**config.mk**
```make
export PLATFORM = sky130hd
export DESIGN_NAME = retry_inorder_arbiter
export DESIGN_NICKNAME = d
export VERILOG_FILES = /design/src/rtl/retry_inorder_arbiter.sv
export SDC_FILE = /design/constraint.sdc
export NUM_CORES = 1
export LEC_CHECK = 0
export CORE_ASPECT_RATIO = 0.6
export CORE_MARGIN = 8
export CORE_UTILIZATION = 40
export DETAILED_ROUTE_END_ITERATION = 6
export PLACE_DENSITY = 0.77
export SYNTH_ARGS = -nofsm -noshare
export SYNTH_HDL_FRONTEND = slang
export SYNTH_SLANG_ARGS = --single-unit
```
**constraint.sdc**
```tcl
create_clock -name clk_i -period 7.21 [get_ports clk_i]
set_input_delay 1.8025 -clock clk_i [delete_from_list [all_inputs] [get_ports clk_i]]
set_output_delay 1.8025 -clock clk_i [all_outputs]
set_load 0.05 [all_outputs]
```
**src/rtl/retry_inorder_arbiter.sv**
```systemverilog
// Round-robin arbiter feeding one retry-protected in-order pipeline, with per-requester credit limits.
// Optional feature macro: RETRY_ARB_STATS_EN adds clearable, saturating per-requester grant counters.
module retry_inorder_arbiter #(
    parameter int unsigned NumReq         = 4,
    parameter int unsigned DataWidth      = 8,
    parameter int unsigned MaxOutstanding = 4,
    localparam int unsigned IdxWidth      = $clog2(NumReq),
    localparam int unsigned CntWidth      = $clog2(MaxOutstanding + 1)
) (
    input  logic                               clk_i,
    input  logic                               rst_ni,
    input  logic [NumReq-1:0][DataWidth-1:0]   data_i,
    input  logic [NumReq-1:0]                  valid_i,
    output logic [NumReq-1:0]                  ready_o,
    output logic [DataWidth-1:0]               data_o,
    output logic [IdxWidth-1:0]                idx_o,
    output logic                               valid_o,
    input  logic                               ready_i,
    input  logic                               lock_i,
    input  logic                               done_valid_i,
    input  logic [IdxWidth-1:0]                done_idx_i,
    output logic [NumReq-1:0][CntWidth-1:0]    outstanding_o
`ifdef RETRY_ARB_STATS_EN
    ,
    input  logic                               stats_clear_i,
    output logic [NumReq-1:0][15:0]            grants_o
`endif
);

    typedef enum logic {
        IDLE,
        HOLD
    } state_e;

    state_e                         state_q, state_d;
    logic [IdxWidth-1:0]            rr_ptr_q, rr_ptr_d;
    logic [IdxWidth-1:0]            held_q, held_d;
    logic [IdxWidth-1:0]            winner, cand, grant_idx;
    logic [NumReq-1:0][CntWidth-1:0] cnt_q;
    logic [NumReq-1:0]              eligible, inc, dec, cnt_zero;
    logic                           any_elig, grant_valid, handshake;

    // A requester may compete only while it has credits left.
    always_comb begin
        eligible = '0;
        cnt_zero = '0;
        for (int unsigned i = 0; i < NumReq; i++) begin
            eligible[i] = valid_i[i] && (cnt_q[i] < CntWidth'(MaxOutstanding));
            cnt_zero[i] = (cnt_q[i] == '0);
        end
    end

    // Cyclic search for the first eligible requester at or after rr_ptr.
    always_comb begin
        winner   = '0;
        cand     = '0;
        any_elig = 1'b0;
        for (int unsigned off = 0; off < NumReq; off++) begin
            cand = IdxWidth'((32'(rr_ptr_q) + off) % NumReq);
            if (!any_elig && eligible[cand]) begin
                any_elig = 1'b1;
                winner   = cand;
            end
        end
    end

    // Next-state: IDLE grants fresh winners unless locked; HOLD pins the grant until accepted.
    always_comb begin
        state_d     = state_q;
        rr_ptr_d    = rr_ptr_q;
        held_d      = held_q;
        grant_valid = 1'b0;
        grant_idx   = '0;
        case (state_q)
            IDLE: begin
                if (!lock_i && any_elig) begin
                    grant_valid = 1'b1;
                    grant_idx   = winner;
                end
            end
            HOLD: begin
                grant_valid = 1'b1;
                grant_idx   = held_q;
            end
            default: begin
                state_d = IDLE;
            end
        endcase
        handshake = grant_valid && ready_i;
        if (handshake) begin
            rr_ptr_d = (grant_idx == IdxWidth'(NumReq - 1)) ? '0 : grant_idx + IdxWidth'(1);
            state_d  = IDLE;
        end else if (grant_valid && (state_q == IDLE)) begin
            state_d = HOLD;
            held_d  = grant_idx;
        end
    end

    // Zero-latency pipeline-side outputs; forced low while reset is asserted.
    always_comb begin
        valid_o = 1'b0;
        data_o  = '0;
        idx_o   = '0;
        ready_o = '0;
        if (grant_valid && rst_ni) begin
            valid_o            = 1'b1;
            data_o             = data_i[grant_idx];
            idx_o              = grant_idx;
            ready_o[grant_idx] = ready_i;
        end
    end

    always_comb begin
        inc = '0;
        dec = '0;
        for (int unsigned i = 0; i < NumReq; i++) begin
            inc[i] = handshake && (grant_idx == IdxWidth'(i));
            dec[i] = done_valid_i && (done_idx_i == IdxWidth'(i));
        end
    end

    always_ff @(posedge clk_i or negedge rst_ni) begin
        if (!rst_ni) begin
            state_q  <= IDLE;
            rr_ptr_q <= '0;
            held_q   <= '0;
            cnt_q    <= '0;
        end else begin
            state_q  <= state_d;
            rr_ptr_q <= rr_ptr_d;
            held_q   <= held_d;
            // Simultaneous grant and return on one index cancel out.
            for (int unsigned i = 0; i < NumReq; i++) begin
                if (inc[i] && !dec[i]) begin
                    cnt_q[i] <= cnt_q[i] + CntWidth'(1);
                end else if (dec[i] && !inc[i] && !cnt_zero[i]) begin
                    cnt_q[i] <= cnt_q[i] - CntWidth'(1);
                end
            end
        end
    end

    assign outstanding_o = cnt_q;

    hold_valid_a: assert property (@(posedge clk_i) disable iff (!rst_ni)
        (state_q == HOLD) |-> valid_i[held_q]);

    credit_underflow_a: assert property (@(posedge clk_i) disable iff (!rst_ni)
        (dec & ~inc & cnt_zero) == '0);

    done_idx_range_a: assert property (@(posedge clk_i) disable iff (!rst_ni)
        done_valid_i |-> (|dec));

`ifdef RETRY_ARB_STATS_EN
    localparam int unsigned StatsWidth = 16;

    logic [NumReq-1:0][StatsWidth-1:0] grants_q;

    // Saturating per-requester grant counters; a clear beats a same-cycle grant.
    always_ff @(posedge clk_i or negedge rst_ni) begin
        if (!rst_ni) begin
            grants_q <= '0;
        end else if (stats_clear_i) begin
            grants_q <= '0;
        end else begin
            for (int unsigned i = 0; i < NumReq; i++) begin
                if (inc[i] && (grants_q[i] != {StatsWidth{1'b1}})) begin
                    grants_q[i] <= grants_q[i] + StatsWidth'(1);
                end
            end
        end
    end

    assign grants_o = grants_q;
`endif

endmodule

```
Yosys cells after proc, flatten, opt, wreduce, memory -nomap -nowiden
Cells that the tools add are included.

storage, ports and cells
  register bits after elaboration = 17
  input bits = 43
  output and inout port bits = 27
  word-level logic and storage cells = 137

operators by class
  magnitude comparators = 10
  add/sub/neg operators = 12
  multiplexer cells = 39
  reductions and logical operators = 60
  equality and inequality tests = 6
  bitwise operators = 3

operators by type and width
  operator               count
  $logic_and A1 B1 Y1    32
  $mux W3                8
  $bmux W8 S2            1
  $logic_not A1 Y1       16
  $mux W8                2
  $lt A2 B3 Y1 const B   5
  $mux W2                7
  $mux W1                13
  $add A3 B1 Y3 const B  4
  $logic_not A3 Y1       4
  $lt A3 B3 Y1 const B   4
  $sub A3 B1 Y3 const B  4
  $reduce_bool A2 Y1     5
  $bmux W1 S2            4
  $eq A2 B2 Y1 const B   4
  $add A2 B1 Y2 const B  2
  $add A2 B2 Y2 const B  2
  $and A4 B4 Y4          1
  $eq A2 B1 Y1 const B   2
  $logic_not A2 Y1       2
  $mux W4                1
  $pmux W2 S2            1
  $demux W1 S2           1
  $ge A2 B1 Y1 const B   1
  3 further kinds        4

Longest topological paths before layout
  depth in word-level cells = 24
  mapped depth = 13
  gate-level depth less buffers = 12

Worst setup path after synthesis
OpenSTA, ideal clock, no wires.

  path type = input -> output
  start = input valid_i[0]
  end = output data_o[0]
  cell stages on the path = 8
  setup slack = 1.889 ns
  arrival = 3.519 ns
  path buffers = 2
  path through = and2b_1 -> a21oi_2 -> o211ai_1 -> o21ai_1 -> buf_6 -> buf_12 -> mux2i_1 -> o22ai_1

on the way
  word-level cells in the longest chain between the ends = 19
  elaborated cells between the ends (all ways) = 32
  those cells by class = 23 x mux; 9 x reduce/logical

RTL lines
  item                               RTL line  RTL
  start: declaration                 13        input logic [NumReq-1:0] valid_i,
  $logic_and A1 B1 Y1 (*)            48        eligible[i] = valid_i[i] && (cnt_q[i] < CntWidth'(MaxOutstanding));
  $bmux W1 S2                        60        if (!any_elig && eligible[cand]) begin
  $mux W1 (implied by the code)      60
  $mux W1                            60
  $logic_not A1 Y1                   60
  $logic_and A1 B1 Y1                60
  $mux W1                            60
  $logic_not A1 Y1                   60
  (+4 left out)                      --
  $mux W1                            60
  $logic_and A1 B1 Y1                76        if (!lock_i && any_elig) begin
  $mux W2 (*)                        76
  $pmux W2 S2 (*)                    74        case (state_q)
  named net grant_idx[0]             38        logic [IdxWidth-1:0] winner, cand, grant_idx;
  $bmux W8 S2 (*)                    107       data_o = data_i[grant_idx];
  $mux W8 (implied by the code) (*)  107
  $mux W8 (*)                        105       if (grant_valid && rst_ni) begin
  end: declaration                   15        output logic [DataWidth-1:0] data_o,

The timed path passes the listed nets; every way through them passes the cells marked *. The select of a mux whose other input is x is not followed.

Final worst setup path
  start = input valid_i[2]
  end = output ready_o[2]

on the way
  word-level cells in the longest chain between the ends = 22
  elaborated cells between the ends (all ways) = 36
  those cells by class = 2 x order compare; 23 x mux; 1 x bitwise; 10 x reduce/logical

RTL lines
  item                                                                RTL line  RTL
  $logic_and A1 B1 Y1 (*)                                             48
  $bmux W1 S2                                                         60
  $mux W1 (implied by the code)                                       60
  $mux W1                                                             60
  $logic_not A1 Y1                                                    60
  $logic_and A1 B1 Y1                                                 60
  $mux W1                                                             60
  $logic_not A1 Y1                                                    60
  (+6 left out)                                                       --
  $mux W2                                                             76
  $pmux W2 S2                                                         74
  $lt A2 B3 Y1 (implied by the code) or $ge A2 B1 Y1 (tied branches)  109       ready_o[grant_idx] = ready_i;
  $logic_and A1 B1 Y1 (implied by the code)                           109
  $mux W1 (implied by the code)                                       109
  $demux W1 S2                                                        109
  $and A4 B4 Y4 (no source line)                                      --
  $mux W4 (*)                                                         105
  end: declaration                                                    14        output logic [NumReq-1:0] ready_o,

Mark *: on every way between the ends. The rest lies on a longest branch, timed or not. The select of a mux whose other input is x is not followed.

==> results.md <==
- CP Cell Sequence: clkdlybuf4s50_1 > nand2b_4 > a41oi_4 > nand2_1 > o21ai_2 > inv_1 > ha_1 > and3_1 > clkdlybuf4s50_1
- CTS Buf Count: 3
- Antenna violations before repair: 0
- Clk buf depth: 2
- Slew headroom: 59.9%
- Synth Cell Area: 1610 um^2
- H-tree Lvls: 1
- Count leader, synth: nor2_1
- Synth cell count leaders: nor2_1, mux2i_1, dfrtp_1
- Post-DR wirelength/cell: 17.3 um
- Worst min path class: register to register
- Vias in the first global route: 1558
- Max FO, Critical Path: 9
- Worst path max stage delay: 0.71 ns
- Worst Hold Depth: 2
- Core footprint: 3760 um^2
- First-pass GRT wire length: 8060 um
- Crit end category: primary output
- Area occupied by registers: 425 um^2
- Top cell by count, worst path: clkdlybuf4s50_1
- Setup CP Type: input port to primary output
- Worst Tran Pin Value: 0.601 ns
- Syn avg cell area: 9.24 um^2
- Unrepaired setup endpoints after global routing: false
- Peak VDD IR: 0.000263 V
- Fillers: 329
- CTS tree: yes
- F_max: 155 MHz
- DRT Pass-1 Iters: 4
- Slowest CP cell: clkdlybuf4s50_1
- Final HPWL DP: 4190 um
- Global route total overflow: 0
- Yosys warns: 0
- Starting Density: 42.7%
- Tot GR Track Use: 15.7%
- Synthesis-stage register bit count: 17
- Root Driver: clkbuf_8
- Final worst slack: 0.766 ns
- Area growth, synth to finish: 48.2%
- Routed wire length: 5030 um
- Startpoint Class: input port
- Critical path data arrival time: 4.64 ns
- DR iter-0 viols: 94
- Post-CTS setup repair buffer count: 0
- WHS: 0.529 ns
- Max Clock Skew: 0.00835 ns
- Post-synth ARST share: 100%
- Placed cell area: 2340 um^2
- Diodes inserted: 0
- Setup WS pre-CTS: 0.774 ns
- Tcrit/Tclk final: 89.4%
- Worst-Skew Late Latency: 0.26 ns
- Top FF cell, synth: dfrtp_1
- Tot Pwr: 0.938 mW
- Max Cap Viol: 0
- Total leakage power: 0.958 nW
- Synth top area share: 26.5%
- Share of cells above drive strength 1: 8.61%
- Dpl cells: 287
- Via Count: 1582
- Post-synth EDFFs: 0
- Fin. Hold Viols: 0
- Die Wd: 97.9 um
- Layout Cells excl Fill: 291
- CP Data Required Time: 5.41 ns
- Sequential fraction of the synthesis area: 26.5%
- Fin nets: 296
- Cells after Synth: 174
- Ports: 70
- Largest net degree at the start of global routing: 20
- Largest cells by area after synthesis: dfrtp_1, mux2i_1, nor2_1, fa_1, mux2_2
- DRC Markers: 0
- Distinct cell type count after synthesis: 43
- Multi-input logic area: 1100 um^2
- Vias per inst: 5.44
- CTS Sinks: 17
- Post-CTS Resized: 0
- Fin crit period: 6.44 ns
- Cts hold-fix bufs: 0
- # port buffers: 69
- PD cells: 394 nW/um^2
- Area leader, netlist: dfrtp_1
- Fin. max-slew vios: 0
- Clock transition at path regs: 0.08 ns
- Status: completed
- Mapped Nets: 225
- Routed Antenna Nets: 0
- Setup TNS: 0 ns
- Design Area, Final: 2380 um^2
- Setup violations, final: 0
- Reg2Reg Depth: 11
- Fin util: 63.3%
- Gp weighted congestion: 0.778
- Die height: 65.1 um
- Die area: 6370 um^2
- # rows: 17
## final cells by class
cell class                      instances  share of cell area (%)
Clock buffer                            4                    1.89
Inverter                                8                    1.26
Multi-Input combinational cell        144                    46.4
Sequential cell                        17                    17.9
Tap cell                               47                    2.47
Timing Repair Buffer                   71                    30.1
## report_power, final
part           switching [mW]  internal [mW]  total (mW)
clock                  0.0358         0.0393      0.0751
sequential             0.0779          0.142       0.219
combinational           0.374          0.269       0.643
total                   0.488          0.450       0.938
## worst paths after layout
| kind | slack, ns | end | startpoint |
|---|---|---|---|
| setup / recovery | 0.77 | ready_o[2] | valid_i[2] |
| hold / removal | 0.53 | held_q[0] | held_q[0] |
| setup reg to reg | 4.11 | outstanding_o[7] | outstanding_o[8] |
| hold reg to reg | 0.53 | held_q[0] | held_q[0] |
| max in group asynchronous | 4.73 | outstanding_o[10] | rst_ni |
| min in group asynchronous | 1.89 | state_q | rst_ni |
## worst max-delay path: cells and delay by family
family	cells	cell delay [ns]
adder cells (fa/ha/maj)	1	0.29
AO/OA/AOI/OAI	2	0.72
buffers and inverters	3	1.40
AND/OR/NAND/NOR	3	0.44
## sequential cells by signal (all words and copies together) (netlist names)
register and cells:
outstanding_o 12, state_q 1, rr_ptr_q 2, held_q 2
## metal layers
| metal | GRT usage, % | up-vias | share of wire (%) |
|---|---|---|---|
| li1 | - | 784 | - |
| met1 | 21.3 | 753 | 50 |
| met2 | 24.2 | 43 | 43 |
| met3 | 4.62 | 2 | 6.3 |
| met4 | 3.28 | 0 | 0.38 |
| met5 | 0 | - | 0 |
## cells by family (layout without fill, tap and decap cells)
family / after synthesis / in the layout / share of synthesized area, %
flops: 17 / 17 / 26.5
fa+ha+maj: 8 / 8 / 8.09
mux: 29 / 29 / 18.5
buf+inv: 13 / 83 / 5.06
simple gates: 57 / 57 / 20.0
compound gates: 50 / 50 / 21.9
## cells in the final DEF (no fill, tap or decap), types with 2 or more instances in the layout
master,instances
a22oi_1,3
o31a_1,2
nand2_1,9
a21oi_1,7
nand3b_1,2
mux2i_1,23
inv_1,8
nor2_1,24
o22ai_1,9
ha_1,4
clkbuf_8,3
nor2b_1,2
o21a_1,4
clkdlybuf4s50_1,69
and3_1,4
fa_1,4
o21ai_1,4
nand3_1,3
and3_4,3
o221ai_1,4
o211ai_1,2
mux2_2,6
dfrtp_1,17
nand2b_4,3
o21ai_0,5
No activity file was read; power rests on OpenSTA's default activity.
